[src/rtl/iob_regarray_2p_ctrl_pkg.sv]
// iob_regarray_2p_ctrl_pkg: FSM states and req_o field offsets shared by the regarray front end.
package iob_regarray_2p_ctrl_pkg;
   typedef enum logic [1:0] {IDLE = 2'd0, WRITE = 2'd1, READ = 2'd2, RESP = 2'd3} state_t;
   localparam int WDATA_LSB = 0;
   function automatic int wstrb_lsb(input int data_w);
      return data_w;
   endfunction
   function automatic int waddr_lsb(input int data_w);
      return data_w + data_w / 8;
   endfunction
   function automatic int raddr_lsb(input int data_w, input int waddr_w);
      return waddr_lsb(data_w) + waddr_w;
   endfunction
endpackage

[src/rtl/iob_wstrb_check.sv]
// iob_wstrb_check: flags a strobe as legal when it is a power-of-two run of ones aligned to its own width.
module iob_wstrb_check #(
   parameter int WSTRB_W = 4
) (
   input  logic [WSTRB_W-1:0] strb,
   output logic               ok
);
   always_comb begin
      ok = 1'b0;
      for (int s = 1; s <= WSTRB_W; s = s * 2)
         for (int o = 0; o < WSTRB_W; o = o + s)
            if (strb == WSTRB_W'(((64'd1 << s) - 64'd1) << o)) ok = 1'b1;
   end
endmodule

[src/rtl/iob_regarray_2p_ctrl.sv]
// iob_regarray_2p_ctrl: IOb-native CPU front end for iob_regarray_2p (write enable, packed req, registered read response).
// Define IOB_REGARRAY_2P_CTRL_WSTRB_CHECK_EN to suppress writes with illegal strobes and raise sticky err_o.
module iob_regarray_2p_ctrl
   import iob_regarray_2p_ctrl_pkg::*;
#(
   parameter int DATA_W  = 32,
   parameter int ADDR_W  = 8,
   parameter int WADDR_W = 8,
   parameter int RADDR_W = 6,
   parameter int WSTRB_W = DATA_W / 8
) (
   input  logic                                       clk_i,
   input  logic                                       cke_i,
   input  logic                                       rst_i,
   input  logic                                       iob_valid_i,
   input  logic [ADDR_W-1:0]                          iob_addr_i,
   input  logic [DATA_W-1:0]                          iob_wdata_i,
   input  logic [WSTRB_W-1:0]                         iob_wstrb_i,
   output logic                                       iob_ready_o,
   output logic                                       iob_rvalid_o,
   output logic [DATA_W-1:0]                          iob_rdata_o,
   input  logic                                       iob_rready_i,
   output logic                                       wen_o,
   output logic [RADDR_W+WADDR_W+WSTRB_W+DATA_W-1:0]  req_o,
   input  logic [DATA_W-1:0]                          resp_i,
   output logic                                       err_o
);
   localparam int SB = $clog2(WSTRB_W);
   localparam int WSTRB_LSB = wstrb_lsb(DATA_W);
   localparam int WADDR_LSB = waddr_lsb(DATA_W);
   localparam int RADDR_LSB = raddr_lsb(DATA_W, WADDR_W);

   state_t state, state_n;
   logic [WADDR_W-1:0] waddr_q;
   logic [WSTRB_W-1:0] wstrb_q;
   logic [DATA_W-1:0]  wdata_q, rdata_q;
   logic [RADDR_W-1:0] raddr_q;
   logic               wok_q;
   logic               acc_w, acc_r;

   assign acc_w = iob_valid_i & (state == IDLE) & (|iob_wstrb_i);
   assign acc_r = iob_valid_i & (state == IDLE) & ~(|iob_wstrb_i);

   always_comb begin
      state_n = state;
      unique case (state)
         IDLE:    state_n = acc_w ? WRITE : acc_r ? READ : IDLE;
         WRITE:   state_n = IDLE;
         READ:    state_n = RESP;
         RESP:    state_n = iob_rready_i ? IDLE : RESP;
         default: state_n = IDLE;
      endcase
   end

   always_ff @(posedge clk_i) begin
      if (cke_i) begin
         if (rst_i) begin
            state   <= IDLE;
            waddr_q <= '0;
            wstrb_q <= '0;
            wdata_q <= '0;
            raddr_q <= '0;
            rdata_q <= '0;
         end else begin
            state <= state_n;
            if (acc_w) begin
               // word-align here; the regarray re-adds the strobe offset itself
               waddr_q <= iob_addr_i[WADDR_W-1:0] & ~WADDR_W'((1 << SB) - 1);
               wstrb_q <= iob_wstrb_i;
               wdata_q <= iob_wdata_i;
            end
            if (acc_r) raddr_q <= iob_addr_i[SB+:RADDR_W];
            if (state == READ) rdata_q <= resp_i;
         end
      end
   end

`ifdef IOB_REGARRAY_2P_CTRL_WSTRB_CHECK_EN
   logic strb_ok, err_q;
   iob_wstrb_check #(.WSTRB_W(WSTRB_W)) u_wstrb_check (.strb(iob_wstrb_i), .ok(strb_ok));
   always_ff @(posedge clk_i) begin
      if (cke_i) begin
         if (rst_i) begin
            wok_q <= 1'b0;
            err_q <= 1'b0;
         end else if (acc_w) begin
            wok_q <= strb_ok;
            err_q <= err_q | ~strb_ok;
         end
      end
   end
   assign err_o = err_q;
`else
   assign wok_q = 1'b1;
   assign err_o = 1'b0;
`endif

   assign iob_ready_o  = state == IDLE;
   assign iob_rvalid_o = state == RESP;
   assign iob_rdata_o  = rdata_q;
   assign wen_o        = cke_i & (state == WRITE) & wok_q;

   always_comb begin
      req_o = '0;
      req_o[WDATA_LSB+:DATA_W]  = wdata_q;
      req_o[WSTRB_LSB+:WSTRB_W] = (state == WRITE) ? wstrb_q : '0;
      req_o[WADDR_LSB+:WADDR_W] = waddr_q;
      req_o[RADDR_LSB+:RADDR_W] = raddr_q;
   end
endmodule

[config.mk]
export PLATFORM = sky130hd
export DESIGN_NAME = iob_regarray_2p_ctrl
export DESIGN_NICKNAME = d
export VERILOG_FILES = /design/src/rtl/iob_regarray_2p_ctrl_pkg.sv /design/src/rtl/iob_wstrb_check.sv /design/src/rtl/iob_regarray_2p_ctrl.sv
export SDC_FILE = /design/constraint.sdc
export NUM_CORES = 1
export LEC_CHECK = 0
export CAP_MARGIN = 20
export CORE_ASPECT_RATIO = 0.9
export CORE_UTILIZATION = 39
export DETAILED_ROUTE_END_ITERATION = 12
export PLACE_DENSITY_LB_ADDON = 0.25
export SKIP_CTS_REPAIR_TIMING = 1
export SYNTH_ARGS = -nofsm -noshare
export SYNTH_HDL_FRONTEND = slang
export SYNTH_HIERARCHICAL = 1
export SYNTH_SLANG_ARGS = --single-unit
export TNS_END_PERCENT = 20
[constraint.sdc]
create_clock -name clk_i -period 5.2 [get_ports clk_i]
set_input_delay 0.52 -clock clk_i [delete_from_list [all_inputs] [get_ports clk_i]]
set_output_delay 0.52 -clock clk_i [all_outputs]
set_load 0.02 [all_outputs]
==> impl_results.md <==
- Die Y: between 80 and 90 um
- Ys flop type: edfxtp_1
- RSZ-0062 raised after global routing: false
- PwrDens: a little under 300 mW/mm2
- Die X: between 90 and 100 um
- Clk network pwr share: a little under a third
- Avg WL per Cell: 14.7 um
- HPWL Detailed: roughly 4.7 mm
- # rows: 30
- Tot GR Track Use: 16.2%
- I/O pin cnt: around 170
- Leak: ~1.8 nW
- Maximum vdd ir drop: approximately 0.00017 V
- WP data arrival: approximately 1900 ps
- Vias in the first global route: between 2000 and 2500
- DRT iter0 DRCs: 46
- CTS max path bufs: 2
- Clk_lat worst skew: 340 ps
- First-pass GRT wire length: slightly above 10 mm
- Clk slew on worst S/H paths: 80 ps
- Synth Area per Inst: roughly 17 um2
- Status: completed
- Number of synthesized flops with an enable pin: about 80
- Clock sinks: slightly above 80
- Final cycle utilization of the critical path: 46.9%
- Crit-path slowest cell: clkdlybuf4s50_1
- GRT overflow: 0
- Hold Fails Final Rpt: 0
- Crit-path max FO: 7
- Cells after synthesis: approximately 190
- Min Tclk post-route: around 2400 ps
- Sequential share of power: between 50% and 60%
- Hold WC Path Type: input port to register
- Router iterations before antenna repair: 4
- Layout area overhead: 60.5%
- Internal Pwr Total: roughly 0.0011 W
- CP Cell Sequence: nor2b_1 -> and2_1 -> clkdlybuf4s50_1
- Seq/Total Area, Yosys: around four fifths
- Worst path max stage delay: between 600 and 700 ps
- WS Path Type: register to primary output
- Slew @ Worst Pin: roughly 770 ps
- Combinational share of power: 16.5%
- GPL Wtd Cong: 0.735
- Critical path endpoint category: primary output
- Initial core utilization: 40.9%
- Core area: between 0.007 and 0.008 mm2
- Post-Syn Area: ~0.0031 mm2
- DRC: 0
- PortBufs: 161
- Setup ws final: roughly 2800 ps
- Post-route ant nets: 0
- Yosys warns: 6
- Power consumption: roughly 0.0015 W
- Slew Limit Fails: 0
- Initial antenna violation count: 0
- Die ar.: about 0.0084 mm2
- Setup TNS: 0 ps
- Antenna diodes: 0
- Sw frac: between 20% and 30%
- Synth async-reset ratio: 0%
- CTS tree: yes
- Vias per cell: around 4.4
- Slew HR: 48.2%
- H-Tree Depth: 3
- Sw Pwr: ~0.00035 W
- Largest net degree at the start of global routing: 81
- WP data required: around 4700 ps
- Layout cells sized above 1: under 10%
- Fin util: ~66%
- CTS root buf: clkbuf_8
- Final WL: approximately 6.7 mm
- Worst setup SP type: register
- Final setup fails: 0
- Cell family with most CP delay: buffers and inverters
- Routed vias: around 2000
- Max cap viols: 0
- Fmax: 410 MHz
- Worst path buffer plus inverter count: 1
- Pre-CTS setup slack: around 2700 ps
- NumNets Final: between 400 and 500
- Final Skew: 4.70 ps
- Synth cell types: 21
- Seq cells post-synth: 82
- TritonCTS Buffers: 9
-- synth_stat cells (2+ instances only) --
| library cell | count | area share (%) |
|---|---|---|
| edfxtp_1 | 82 | 78 |
| nor2b_1 | 69 | 14 |
| and2b_1 | 7 | 1.7 |
| and2_1 | 6 | 1.2 |
| clkbuf_1 | 5 | 0.60 |
| buf_4 | 3 | 0.72 |
| buf_2 | 2 | 0.32 |
| or3b_1 | 2 | 0.56 |
-- sequential cells by signal (all words and copies together) (netlist names) --
signal,cells
iob_rdata_o,32
raddr_q,6
state,2
waddr_q,6
wdata_q,32
wstrb_q,4
-- cell type report --
type,count,area (um2)
well taps,96,120
repair buffers,164,1630
multi-input cells,98,649
fillers,565,2640
clock buffers,9,124
flip-flops and latches,82,2460
clock inverters,7,68.8
-- power by group through the flow --
stage	clock network (W)	logic, W	registers, W
3_3_place_gp	0	0.000242	0.000800
2_1_floorplan	0	0.0000554	0.000851
4_1_cts	0.000461	0.000247	0.000787
3_5_place_dp	0	0.000245	0.000802
5_1_grt	0.000484	0.000258	0.000791
6_report	0.000446	0.000243	0.000786
-- through the flow --
stage / instances / hold WS (ps) / instance area [um2]
after CTS: 456 / 814 / 5050
after detailed placement: 440 / 818 / 4860
final: 456 / 837 / 5050
after global placement: 440 / 787 / 4860
after floorplan: 191 / 632 / 3160
after global routing: 456 / 821 / 5050
-- logic make-up (layout without fill, tap and decap cells) --
group,after synthesis,in the layout,synth area share [%]
AO/OA/AOI/OAI,5,5,1.43
buffers and inverters,11,180,1.79
flip-flops,82,82,78.2
other,1,3,0.119
AND/OR/NAND/NOR,90,90,18.5
-- path summary, 6_finish.rpt --
path / to / start / slack (ps) / cells past startpoint
max: req_o[35] / state[1] / 2760 / 3
min: wdata_q[24] / iob_wdata_i[24] / 840 / 2
max reg2reg: wdata_q[25] / state[1] / 3350 / 3
min reg2reg: state[1] / state[1] / 840 / 2
-- cell usage in the layout (no fill, tap or decap), drive strengths merged, types with 3 or more instances in the layout --
| master | n |
|---|---|
| clkdlybuf4s50 | 160 |
| edfxtp | 82 |
| nor2b | 69 |
| clkbuf | 9 |
| and2b | 7 |
| and2 | 6 |
| buf | 4 |
| conb | 3 |
| clkinvlp | 3 |
-- layer usage --
layer  share of wire [%]  vias to the layer above  GRT usage [%]
li1                    -                      989              -
met2                  51                       94           27.1
met3                 8.1                        8           7.30
met5                   0                        -              0
met1                  40                      908           18.1
met4                 1.5                        0           6.78
No activity file was read; power rests on OpenSTA's default activity.
